<file path="config.mk">
export PLATFORM = sky130hd
export DESIGN_NAME = rv32imf_wfi_sleep_ctrl
export DESIGN_NICKNAME = d
export VERILOG_FILES = /design/src/rtl/rv32imf_wfi_sleep_ctrl.sv
export SDC_FILE = /design/constraint.sdc
export NUM_CORES = 1
export LEC_CHECK = 0
export CORE_ASPECT_RATIO = 1.25
export CORE_MARGIN = 4
export CORE_UTILIZATION = 55
export DETAILED_ROUTE_END_ITERATION = 8
export DONT_BUFFER_PORTS = 1
export PLACE_DENSITY = 0.74
export SLEW_MARGIN = 20
export SYNTH_ARGS = -nofsm -noshare
export SYNTH_HDL_FRONTEND = slang
export SYNTH_SLANG_ARGS = --single-unit
</file>
<file path="constraint.sdc">
create_clock -name clk_i -period 2.8 [get_ports clk_i]
set_input_delay 0.56 -clock clk_i [delete_from_list [all_inputs] [get_ports clk_i]]
set_output_delay 0.56 -clock clk_i [all_outputs]
set_load 0.05 [all_outputs]
</file>
<file path="src/rtl/rv32imf_wfi_sleep_ctrl.sv">
// rtl/rv32imf_wfi_sleep_ctrl.sv - WFI low-power sequencer: drain, clock gate, wake settle, done pulse
// Also keeps a saturating count of gated cycles for performance monitoring.
module rv32imf_wfi_sleep_ctrl #(
  parameter int WAKE_CYCLES = 2,
  parameter int CNT_W       = 32
) (
  input  logic             clk_i,
  input  logic             rst_n,
  input  logic             wfi_req_i,
  input  logic             debug_mode_i,
  input  logic             core_busy_i,
  input  logic             irq_pending_i,
  input  logic             debug_req_i,
  input  logic             cnt_clr_i,
  output logic             clock_en_o,
  output logic             fetch_halt_o,
  output logic             sleeping_o,
  output logic             wfi_done_o,
  output logic [CNT_W-1:0] sleep_cycles_o
);

  localparam int WCW = (WAKE_CYCLES > 1) ? $clog2(WAKE_CYCLES) : 1;

  typedef enum logic [2:0] {
    S_RUN   = 3'd0,
    S_DRAIN = 3'd1,
    S_SLEEP = 3'd2,
    S_WAKE  = 3'd3,
    S_DONE  = 3'd4
  } state_e;

  state_e           state_q, state_d;
  logic [WCW-1:0]   wcnt_q, wcnt_d;
  logic [CNT_W-1:0] cnt_q, cnt_d;
  logic             wake_evt;

  assign wake_evt = irq_pending_i | debug_req_i;

  always_ff @(posedge clk_i or negedge rst_n) begin
    if (!rst_n) begin
      state_q <= S_RUN;
      wcnt_q  <= '0;
      cnt_q   <= '0;
    end else begin
      state_q <= state_d;
      wcnt_q  <= wcnt_d;
      cnt_q   <= cnt_d;
    end
  end

  always_comb begin
    state_d = state_q;
    wcnt_d  = wcnt_q;
    case (state_q)
      S_RUN: begin
        if (wfi_req_i) state_d = debug_mode_i ? S_DONE : S_DRAIN;
      end
      // A wake arriving while draining aborts the WFI as a NOP.
      S_DRAIN: begin
        if (wake_evt)          state_d = S_DONE;
        else if (!core_busy_i) state_d = S_SLEEP;
      end
      S_SLEEP: begin
        if (wake_evt) begin
          state_d = S_WAKE;
          wcnt_d  = WCW'(WAKE_CYCLES - 1);
        end
      end
      S_WAKE: begin
        if (wcnt_q == '0) state_d = S_DONE;
        else              wcnt_d  = wcnt_q - 1'b1;
      end
      S_DONE:  state_d = S_RUN;
      default: state_d = S_RUN;
    endcase
  end

  always_comb begin
    cnt_d = cnt_q;
    if (cnt_clr_i)                                         cnt_d = '0;
    else if (state_q == S_SLEEP && cnt_q != {CNT_W{1'b1}}) cnt_d = cnt_q + 1'b1;
  end

  // Clock enable follows wake_evt combinationally in SLEEP so the core restarts in the wake cycle.
  always_comb begin
    clock_en_o   = 1'b1;
    fetch_halt_o = 1'b0;
    sleeping_o   = 1'b0;
    wfi_done_o   = 1'b0;
    case (state_q)
      S_DRAIN: fetch_halt_o = 1'b1;
      S_SLEEP: begin
        clock_en_o   = wake_evt;
        fetch_halt_o = 1'b1;
        sleeping_o   = 1'b1;
      end
      S_WAKE:  fetch_halt_o = 1'b1;
      S_DONE:  wfi_done_o   = 1'b1;
      default: ;
    endcase
  end

  assign sleep_cycles_o = cnt_q;

endmodule

</file>
# Word level (Yosys, flattened, before mapping)
# Cells that the tools add are included.
# W data, S select, Z words.
# classes
n_addsub,2
n_eq_ne,9
n_mux,16
bitwise_logic,1
reduce_logical,7
# op_table
cell,count
$mux W32,2
$add A32 B1 Y32 const B,1
$ne A32 B32 Y1 const B,1
$mux W3,6
$pmux W3 S4,1
$eq A3 B2 Y1 const B,2
$mux W1,6
$ne A2 B2 Y1 const B,3
$reduce_and A4 Y1,1
$reduce_bool A2 Y1,2
$eq A3 B1 Y1 const B,1
$eq A3 B3 Y1 const B,1
$logic_not A3 Y1,1
$ne A3 B3 Y1 const B,1
$reduce_or A3 Y1,1
$pmux W1 S2,1
$reduce_and A2 Y1,1
$logic_and A1 B1 Y1,1
$or A1 B1 Y1,1
$sub A1 B1 Y1 const B,1
# totals
ff_bits,36
output_inout_bits,36
word_cells,38

# Logic depth before layout (Yosys ltp)
# Gate-level depths: netlist of run 1.
# logic_depth
depth_word,4
depth_mapped,9
depth_no_buf,6

# Least setup slack after synthesis of run 1
# No wires, ideal clock.
# synth_timing
kind,register to register
from,reg cnt_q[0] (netlist: sleep_cycles_o[0])
to,reg cnt_q[23] (netlist: sleep_cycles_o[23])
setup_time_ns,0.125
arrival_time_ns,2.379
required_ns,2.675
setup_slack_ns,0.296
stages_incl_launch_ff,9
path_buffers,2
cell_sequence,dfrtp_1 > ha_1 > nand4_1 > or4_1 > buf_6 > o21ai_4 > buf_6 > nor3_2 > mux2_4
# synth_via
elab_chain_cells,3
elab_cells_between_ends,6
classes_between,add/sub: 1; eq/ne: 1; mux: 2; reduce/logical: 2
# synth_lines
item,line,text
"start, declared",34,"logic [CNT_W-1:0] cnt_q, cnt_d;"
"start signal, assigned",47,cnt_q <= cnt_d;
$add A32 B1 Y32 or $ne A32 B32 Y1 (tied branches),81,else if (state_q == S_SLEEP && cnt_q != {CNT_W{1'b1}}) cnt_d = cnt_q + 1'b1;
$mux W32 or $logic_and A1 B1 Y1 (tied branches),81,
$mux W32 or $reduce_bool A2 Y1 (tied branches),n/a,
# Several ways; a longest one is shown, not always the timed one. The select of a mux whose other input is x is not followed.
# A chain may end at the register's enable or synchronous reset.

# Final worst setup path of run 1
# layout_timing
from,reg state_q[1]
to,out sleeping_o
# layout_via
elab_chain_cells,2
# layout_lines
item,line,text
"start, declared",32,"state_e state_q, state_d;"
"start signal, assigned",45,state_q <= state_d;
$eq A3 B2 Y1,90,case (state_q)
$mux W1,90,
"end, declared",17,"output logic sleeping_o,"
# Every way passes these cells.

==> results of run 1 <==
==> layer usage <==
metal	part of all wire, %	wire length, um	GRT usage [%]
met5	0	0	0
met4	2.0	102	10.4
met3	6.5	326	7.38
met2	51	2530	36.4
met1	41	2050	25.1
==> worst register-to-register path: stages (launching register included) <==
cell     delay, ps
dfrtp_1        350
ha_1           270
nand4_1        190
or4_1          660
o21ai_4        410
nor3_2          80
mux2_4         300
==> per-stage QoR <==
stage | hold WS, ps | util [%] | area [sq um]
final | 98.0 | 66.5 | 2520
after floorplan | 264 | - | 2150
after CTS | 101 | 66.5 | 2520
after global placement | 266 | 64.2 | 2430
after detailed placement | 265 | 64.2 | 2430
after global routing | 101 | 66.5 | 2520
==> worst paths after layout <==
kind | slack [ps] | endpoint
min reg2reg | 540 | state_q[2]
max in group asynchronous | 2520 | sleep_cycles_o[28]
max reg2reg | 420 | sleep_cycles_o[23]
min in group clk_i | 330 | sleep_cycles_o[18]
min | 100 | sleep_cycles_o[17]
max | 390 | sleeping_o
==> layout by cell type, fill, tap and decap left out, types with 5 or more instances in the layout <==
cell type   n
buf_4      37
dfrtp_1    36
nor2_1     28
a21oi_1    20
nand2_1    17
xnor2_1    14
nand3_1    11
nand4_1    10
or4_1       8
o31ai_1     7
and4_1      6
and3_1      6
clkbuf_8    5
==> flip-flops by register name, indices dropped and copies added, names as in the netlist <==
| name | flops |
|---|---|
| sleep_cycles_o | 32 |
| wcnt_q | 1 |
| state_q | 3 |
==> logic make-up (layout without fill, tap and decap cells) <==
| family | after synthesis | in the layout | synth area share, % |
|---|---|---|---|
| AO/OA/AOI/OAI | 46 | 46 | 14.4 |
| adder cells (fa/ha/maj) | 1 | 1 | 0.581 |
| multiplexers | 3 | 3 | 1.74 |
| AND/OR/NAND/NOR | 113 | 113 | 31.0 |
| XOR/XNOR | 16 | 16 | 6.51 |
| flip-flops | 36 | 36 | 41.8 |
| buffers and inverters | 16 | 47 | 3.95 |
==> final cells by class <==
type	count	share of cell area (%)
Inverter	4	0.596
Multi-Input combinational cell	179	46.4
Clock buffer	5	2.73
Sequential cell	36	35.8
Timing Repair Buffer	38	11.8
Tap cell	54	2.68
==> power breakdown <==
| part | switching (uW) | internal, uW | total, uW | leakage, uW |
|---|---|---|---|---|
| Clock | 166 | 160 | 326 | 0.0000359 |
| Sequential | 44.7 | 550 | 595 | 0.000497 |
| Combinational | 190 | 76.5 | 267 | 0.000530 |
| Total | 401 | 787 | 1190 | 0.00106 |
==> flow_metrics.env, run 1 <==
export IMPL_die_w_um=64.0
export IMPL_cts_setup_buffers=0
export IMPL_nets=273
export IMPL_critPathArrivalTime_ps=1850
export IMPL_clkLatencyLatePin_ps=290
export IMPL_dr_total_vias=1909
export IMPL_syn_area_sq_um=2150
export IMPL_clkTransAtPathRegs_ps=70
export IMPL_synth_edf_count=0
export IMPL_num_rows=25
export IMPL_tns_ps=0
export IMPL_synth_ff_type="dfrtp_1"
export IMPL_p_leak_uw=0.00106
export IMPL_ant_nets=0
export IMPL_rsz0062_at_grt="false"
export IMPL_core_area_sq_um=3780
export IMPL_yosysSeqAreaShare_pct=41.8
export IMPL_avgSynthCellArea_sq_um=9.32
export IMPL_cts_root_buf="clkbuf_8"
export IMPL_hold_buffers=1
export IMPL_ctsHtreeMaxLevel=2
export IMPL_post_cts_resized=0
export IMPL_grt_max_degree=37
export IMPL_tightestPinTransition_ps=539
export IMPL_dp_hpwl_mm=3.68
export IMPL_nFillCells=315
export IMPL_wirelength_mm=5.00
export IMPL_cp_depth=3
export IMPL_gr_total_overflow=0
export IMPL_grt_use_total_pct=22.0
export IMPL_power_uw=1190
export IMPL_crit_start="state_q[1]"
export IMPL_ys_async_sr_fraction_pct=100
export IMPL_cp_max_fo=10
export IMPL_finalNonFillerCells=316
export IMPL_slowest_delay_ps=550
export IMPL_area_growth_pct=16.9
export IMPL_yosys_area_top_type="dfrtp_1"
export IMPL_yosysTopAreaCellShare_pct=41.8
export IMPL_worstSetupPathType="reg2out"
export IMPL_antenna_found_initial=0
export IMPL_multiInputGateArea_sq_um=1170
export IMPL_drv_slew=0
export IMPL_dieArea_sq_um=4990
export IMPL_drc_errors=0
export IMPL_synth_cells=231
export IMPL_dp_cells=310
export IMPL_synth_area_leaders="dfrtp_1 42%, xnor2_1 5.7%, nor2_1 4.9%"
export IMPL_syn_num_nets=240
export IMPL_yosysWarnings=0
export IMPL_vdd_drop_max_v=0.000532
export IMPL_port_buffers=0
export IMPL_max_cap_violations=0
export IMPL_seq_area_sq_um=901
export IMPL_fin_ws_ps=386
export IMPL_via_per_inst=6.04
export IMPL_synth_cell_types=43
export IMPL_grt_pass1_wl_mm=8.51
export IMPL_synth_most_common_cell="dfrtp_1"
export IMPL_rr_startpoint="sleep_cycles_o[0]"
export IMPL_cts_tree="done"
export IMPL_slew_headroom_pct=63.8
export IMPL_cts_sinks=36
export IMPL_synth_seq_cells=36
export IMPL_ios=44
export IMPL_grt_pass1_vias=1835
export IMPL_place_ws_ps=454
export IMPL_finalCriticalPeriod_ps=2410
export IMPL_drive_above_1_share_pct=21.8
export IMPL_crit_path_start_kind="flip-flop"
export IMPL_cts_buffers=5
export IMPL_reg2reg_depth=6
export IMPL_cts_buffer_depth=2
export IMPL_start_util_pct=56.9
export IMPL_required_ps=2240
export IMPL_die_h_um=78.0
export IMPL_fmax_ghz=0.414
export IMPL_hold_class="in2async"
export IMPL_setup_viol_count_final=0
export IMPL_crit_slowest_cell="or3b_1"
export IMPL_power_density_nw_per_um2=472
export IMPL_ys_top_cells_by_count="36 x dfrtp_1, 28 x nor2_1, 20 x a21oi_1, 17 x nand2_1, 14 x xnor2_1"
export IMPL_antennaDiodeCount=0
export IMPL_end_kind="output pin"
export IMPL_routabilityCongestion=0.855
export IMPL_crit_path_cell_trace="or3b_1 -> inv_1 -> buf_4"
export IMPL_status="finished clean"
export IMPL_wl_per_cell_um=15.8
export IMPL_hold_viol=0
export IMPL_finalCritPeriodShare_pct=86.2
export IMPL_drt_iter0_markers=128
export IMPL_worstPathBufferInverterCount=2
export IMPL_cp_top_family="simple AND/OR/NAND/NOR gates"
export IMPL_clock_skew_ps=6.79
export IMPL_drt_pass1_iterations=4
Note: power is estimated with default switching activity, not from simulation.
==> inputs of run 2 (changes only) <==
--- a/config.mk
+++ b/config.mk
@@ -5,7 +5,7 @@
 export SDC_FILE = /design/constraint.sdc
 export NUM_CORES = 1
 export LEC_CHECK = 0
-export CORE_ASPECT_RATIO = 1.25
+export CORE_ASPECT_RATIO = 0.5
 export CORE_MARGIN = 4
 export CORE_UTILIZATION = 55
 export DETAILED_ROUTE_END_ITERATION = 8
==> run 2 against run 1 <==
Compared with the run above: die area rose by 1.1%; global-route usage rose by 2.3 points; critical endpoint is now clock_en_o; maximum frequency shrank 7.3%; final cell count is the same.
==> flow_metrics.env, run 2 (synthesis gave the netlist of run 1 again) <==
export IMPL_p_switching_uw=425
export IMPL_largest_register_ffs=32
export IMPL_clock_skew_ps=5.38
export IMPL_crit_slowest_cell="or3b_1"
export IMPL_die_h_um=52.2
export IMPL_cts_buffer_depth=2
export IMPL_grt_max_degree=37
export IMPL_area_growth_pct=17.7
export IMPL_tightestPinTransition_ps=559
export IMPL_drv_slew=0
export IMPL_end_kind="output pin"
export IMPL_finalCriticalPeriod_ps=2600
export IMPL_finalCritPeriodShare_pct=93.0
export IMPL_cp_max_fo=11
export IMPL_required_ps=2240
export IMPL_power_density_nw_per_um2=494
export IMPL_worstSetupPathType="reg2out"
export IMPL_fin_ws_ps=197
export IMPL_ios=44
export IMPL_p_int_uw=827
export IMPL_cts_root_buf="clkbuf_8"
export IMPL_comb_power_share_pct=21.6
export IMPL_worstPathBufferInverterCount=2
export IMPL_drive_above_1_share_pct=21.9
export IMPL_power_uw=1250
export IMPL_wirelength_mm=5.61
export IMPL_setup_viol_count_final=0
export IMPL_critPathArrivalTime_ps=2040
export IMPL_crit_path_start_kind="flip-flop"
export IMPL_port_buffers=0
export IMPL_dr_total_vias=1992
export IMPL_cts_buffers=5
export IMPL_clkLatencyLatePin_ps=290
export IMPL_drt_pass1_iterations=4
export IMPL_dieArea_sq_um=5040
export IMPL_tns_ps=0
export IMPL_slew_headroom_pct=62.4
export IMPL_routabilityCongestion=0.813
export IMPL_status="finished clean"
export IMPL_clkTransAtPathRegs_ps=70
export IMPL_start_util_pct=59.8
export IMPL_nets=273
export IMPL_final_cell_mix="37 x buf_4, 36 x dfrtp_1, 28 x nor2_1, 20 x a21oi_1, 17 x nand2_1"
export IMPL_crit_path_cell_trace="or3b_1 -> inv_1 -> nand2_1 -> buf_4"
export IMPL_grt_pass1_wl_mm=9.23
export IMPL_cts_setup_buffers=0
export IMPL_clkPwrFrac_pct=30.8
export IMPL_antennaDiodeCount=0
export IMPL_final_common_cell="buf_4"
export IMPL_fmax_ghz=0.384
export IMPL_pwr_share_seq_pct=47.6
export IMPL_cp_top_family="simple AND/OR/NAND/NOR gates"
export IMPL_dp_hpwl_mm=4.07
export IMPL_swShare_pct=34.0
export IMPL_max_cap_violations=0
export IMPL_drc_errors=0
export IMPL_rsz0062_at_grt="false"
export IMPL_core_area_sq_um=3600
export IMPL_num_rows=15
export IMPL_wl_per_cell_um=17.7
export IMPL_slowest_delay_ps=590
export IMPL_cts_sinks=36
export IMPL_antenna_found_initial=0
export IMPL_gr_total_overflow=0
export IMPL_grt_pass1_vias=1969
export IMPL_ant_nets=0
export IMPL_vdd_drop_max_v=0.000545
export IMPL_die_w_um=96.5
export IMPL_drt_iter0_markers=151
export IMPL_cts_tree="done"
export IMPL_hold_class="in2async"
export IMPL_via_per_inst=6.30
export IMPL_grt_use_total_pct=24.2
export IMPL_ctsHtreeMaxLevel=2
export IMPL_nFillCells=289
export IMPL_hold_viol=0
export IMPL_place_ws_ps=414
export IMPL_p_leak_uw=0.00107
export IMPL_post_cts_resized=0
==> run 2: changes by cell type in the layout (fill, tap and decap cells not counted), sizes merged <==
cell / delta
clkbuf: +3
==> run 2: area by class of cell <==
class,instances,area [sq um],area share (%)
Multi-Input combinational cell,179,1170,46.1
Inverter,4,15.0,0.592
Sequential cell,36,901,35.5
Clock buffer,8,90.1,3.55
Tap cell,51,63.8,2.52
Timing Repair Buffer,38,298,11.7
==> run 2: final timing paths <==
kind | from | end | slack [ps] | cells past startpoint
setup / recovery | state_q[0] | clock_en_o | 200 | 4
min in group clk_i | cnt_clr_i | sleep_cycles_o[29] | 320 | 1
setup reg to reg | sleep_cycles_o[0] | sleep_cycles_o[23] | 330 | 6
hold / removal | rst_n | sleep_cycles_o[23] | 90 | 1
max in group asynchronous | rst_n | sleep_cycles_o[2] | 2520 | 1
hold reg to reg | state_q[2] | state_q[2] | 550 | 1
==> run 2: what timing repair did <==
item | CTS | global route
setup endpoints to repair | 0 | 0
hold buffers | 1 | 0
endpoints found under the hold margin | 36 | 0
==> run 2: metal layers <==
layer / share of wire (%) / routed length, um / track usage [%]
met5: 0 / 0 / 0
met4: 1.4 / 80 / 10.7
met3: 8.6 / 483 / 8.32
met2: 48 / 2710 / 40.1
met1: 42 / 2330 / 28.7
==> run 2: stage by stage <==
step           hold WS [ps]  cells  area (sq um)  util [%]
2_1_floorplan           264    231          2150         -
3_3_place_gp            266    307          2420      67.3
3_5_place_dp            265    307          2420      67.3
4_1_cts                97.3    316          2530      70.3
5_1_grt                 102    316          2530      70.3
6_report               93.2    316          2530      70.3
==> run 2: power groups by stage <==
stage,logic (uW),clock network [uW],registers (uW)
floorplan,238,0,593
global placement,249,0,601
detailed placement,256,0,606
CTS,271,392,596
global route,291,420,601
finish,270,386,596
==> inputs of run 3 (changes only) <==
--- a/config.mk
+++ b/config.mk
@@ -7,10 +7,11 @@
 export LEC_CHECK = 0
 export CORE_ASPECT_RATIO = 0.5
 export CORE_MARGIN = 4
-export CORE_UTILIZATION = 55
+export CORE_UTILIZATION = 50
 export DETAILED_ROUTE_END_ITERATION = 8
 export DONT_BUFFER_PORTS = 1
-export PLACE_DENSITY = 0.74
+export PLACE_DENSITY = 0.69
+export SKIP_LAST_GASP = 1
 export SLEW_MARGIN = 20
 export SYNTH_ARGS = -nofsm -noshare
 export SYNTH_HDL_FRONTEND = slang
==> run 3 against run 2 <==
Compared with the run above: sequential share of layout area fell by 1.2 points; maximum frequency rose by 8.3%; flip-flop and latch count did not move; setup slack improved by 200 ps; global-route usage fell by 2.5 points; critical path type unchanged.
==> flow_metrics.env, run 3 (synthesis gave the netlist of run 1 again) <==
export IMPL_status="finished clean"
export IMPL_antennaDiodeCount=0
export IMPL_dp_hpwl_mm=3.94
export IMPL_hold_class="in2async"
export IMPL_required_ps=2240
export IMPL_start_util_pct=53.5
export IMPL_ant_nets=0
export IMPL_cts_sinks=36
export IMPL_dpl_cell_area_sq_um=2440
export IMPL_power_uw=1520
export IMPL_tightestPinTransition_ps=577
export IMPL_drv_slew=0
export IMPL_dieArea_sq_um=5480
export IMPL_p_leak_uw=0.00111
export IMPL_cts_buffer_depth=2
export IMPL_max_cap_violations=0
export IMPL_nets=275
export IMPL_post_cts_resized=0
export IMPL_area_growth_pct=21.8
export IMPL_cts_buffers=5
export IMPL_crit_path_cell_trace="or3b_1 -> inv_1 -> nand2_1 -> buf_4"
export IMPL_fin_util_pct=65.2
export IMPL_num_rows=16
export IMPL_ios=44
export IMPL_met2_usage_pct=36.9
export IMPL_clock_skew_ps=7.39
export IMPL_use_met3_pct=8.91
export IMPL_crit_path_start_kind="flip-flop"
export IMPL_grt_pass1_wl_mm=9.09
export IMPL_finalCriticalPeriod_ps=2400
export IMPL_drt_iter0_markers=126
export IMPL_fmax_ghz=0.416
export IMPL_clkLatencyLatePin_ps=300
export IMPL_rsz0062_at_grt="false"
export IMPL_gr_total_overflow=0
export IMPL_ctsHtreeMaxLevel=2
export IMPL_wirelength_mm=5.46
export IMPL_core_area_sq_um=4020
export IMPL_place_ws_ps=515
export IMPL_clkTransAtPathRegs_ps=80
export IMPL_cts_tree="done"
export IMPL_critPathArrivalTime_ps=1840
export IMPL_drt_pass1_iterations=4
export IMPL_fin_ws_ps=396
export IMPL_cp_top_family="buffers and inverters"
export IMPL_final_common_cell="buf_4"
export IMPL_tns_ps=0
export IMPL_antenna_found_initial=0
export IMPL_cts_root_buf="clkbuf_8"
export IMPL_drc_errors=0
export IMPL_via_per_inst=6.13
export IMPL_grt_max_degree=37
export IMPL_largest_register_ffs=32
export IMPL_finalCritPeriodShare_pct=85.8
export IMPL_grt_use_total_pct=21.7
export IMPL_cp_max_fo=11
export IMPL_routabilityCongestion=0.818
export IMPL_die_h_um=54.4
export IMPL_wl_per_cell_um=17.0
export IMPL_hold_viol=0
export IMPL_drive_above_1_share_pct=23.2
export IMPL_grt_pass1_vias=1968
export IMPL_worstPathBufferInverterCount=2
export IMPL_top_usage_layer="met2"
export IMPL_slew_headroom_pct=61.3
export IMPL_gr_usage_met1_pct=25.9
export IMPL_nFillCells=340
export IMPL_slowest_delay_ps=510
export IMPL_crit_slowest_cell="dfrtp_1"
export IMPL_worstSetupPathType="reg2out"
export IMPL_end_kind="output pin"
export IMPL_final_cell_mix="39 x buf_4, 36 x dfrtp_1, 28 x nor2_1, 20 x a21oi_1, 17 x nand2_1"
export IMPL_vdd_drop_max_v=0.000623
export IMPL_port_buffers=0
export IMPL_setup_viol_count_final=0
export IMPL_die_w_um=101
export IMPL_power_density_nw_per_um2=581
export IMPL_fin_area_sq_um=2620
export IMPL_dr_total_vias=1967
-- run 3: cell types whose count changed in the layout (fill, tap and decap cells not counted), sizes merged --
cell,delta
buf,+2
bufinv,+3
clkbuf,-3
-- run 3: metrics by stage --
| stage | hold WS (ps) | instances |
|---|---|---|
| 6_report | 87.0 | 321 |
| 2_1_floorplan | 264 | 231 |
| 5_1_grt | 86.9 | 321 |
| 4_1_cts | 94.1 | 321 |
| 3_5_place_dp | 266 | 312 |
| 3_3_place_gp | 266 | 312 |
-- run 3: final timing paths --
path                              startpoint                 end  slack, ps  depth (start not counted)
max in group asynchronous              rst_n  sleep_cycles_o[10]       2520                          1
hold reg to reg                   state_q[2]          state_q[2]        540                          1
hold / removal                         rst_n  sleep_cycles_o[22]         90                          1
min in group clk_i                 cnt_clr_i  sleep_cycles_o[14]        320                          1
setup / recovery                  state_q[1]          clock_en_o        400                          4
setup reg to reg           sleep_cycles_o[0]  sleep_cycles_o[23]        460                          6
-- run 3: final cells by class --
type	count	area (sq um)	share of cell area, %
clock buffer	5	68.8	2.62
clock inverter	3	90.1	3.44
inverter	4	15.0	0.573
multi-input combinational	179	1170	44.5
sequential	36	901	34.4
tap	54	67.6	2.58
timing repair buffer	40	313	11.9
-- run 3: worst reg2reg max path: cells and delay by family, from the launching register on --
family,cells,cell delay [ps]
adder cells (fa/ha/maj),1,290
flip-flops,1,350
AND/OR/NAND/NOR,3,930
multiplexers,1,290
AO/OA/AOI/OAI,1,360
-- run 3: power by group --
group / switching, uW / leakage (uW) / internal, uW
Sequential: 46.3 / 0.000497 / 549
Combinational: 197 / 0.000537 / 85.4
Clock: 202 / 0.0000784 / 446
Total: 444 / 0.00111 / 1080
-- run 3: layer usage --
metal,routed length (um),share of wire (%)
met1,2340,43
met2,2560,47
met3,475,8.7
met4,78,1.4
met5,0,0
-- run 3: timing repair --
item | CTS | global route
buffers inserted | 0 | 0
hold buffers | 1 | 0
endpoints found under the hold margin | 36 | 0
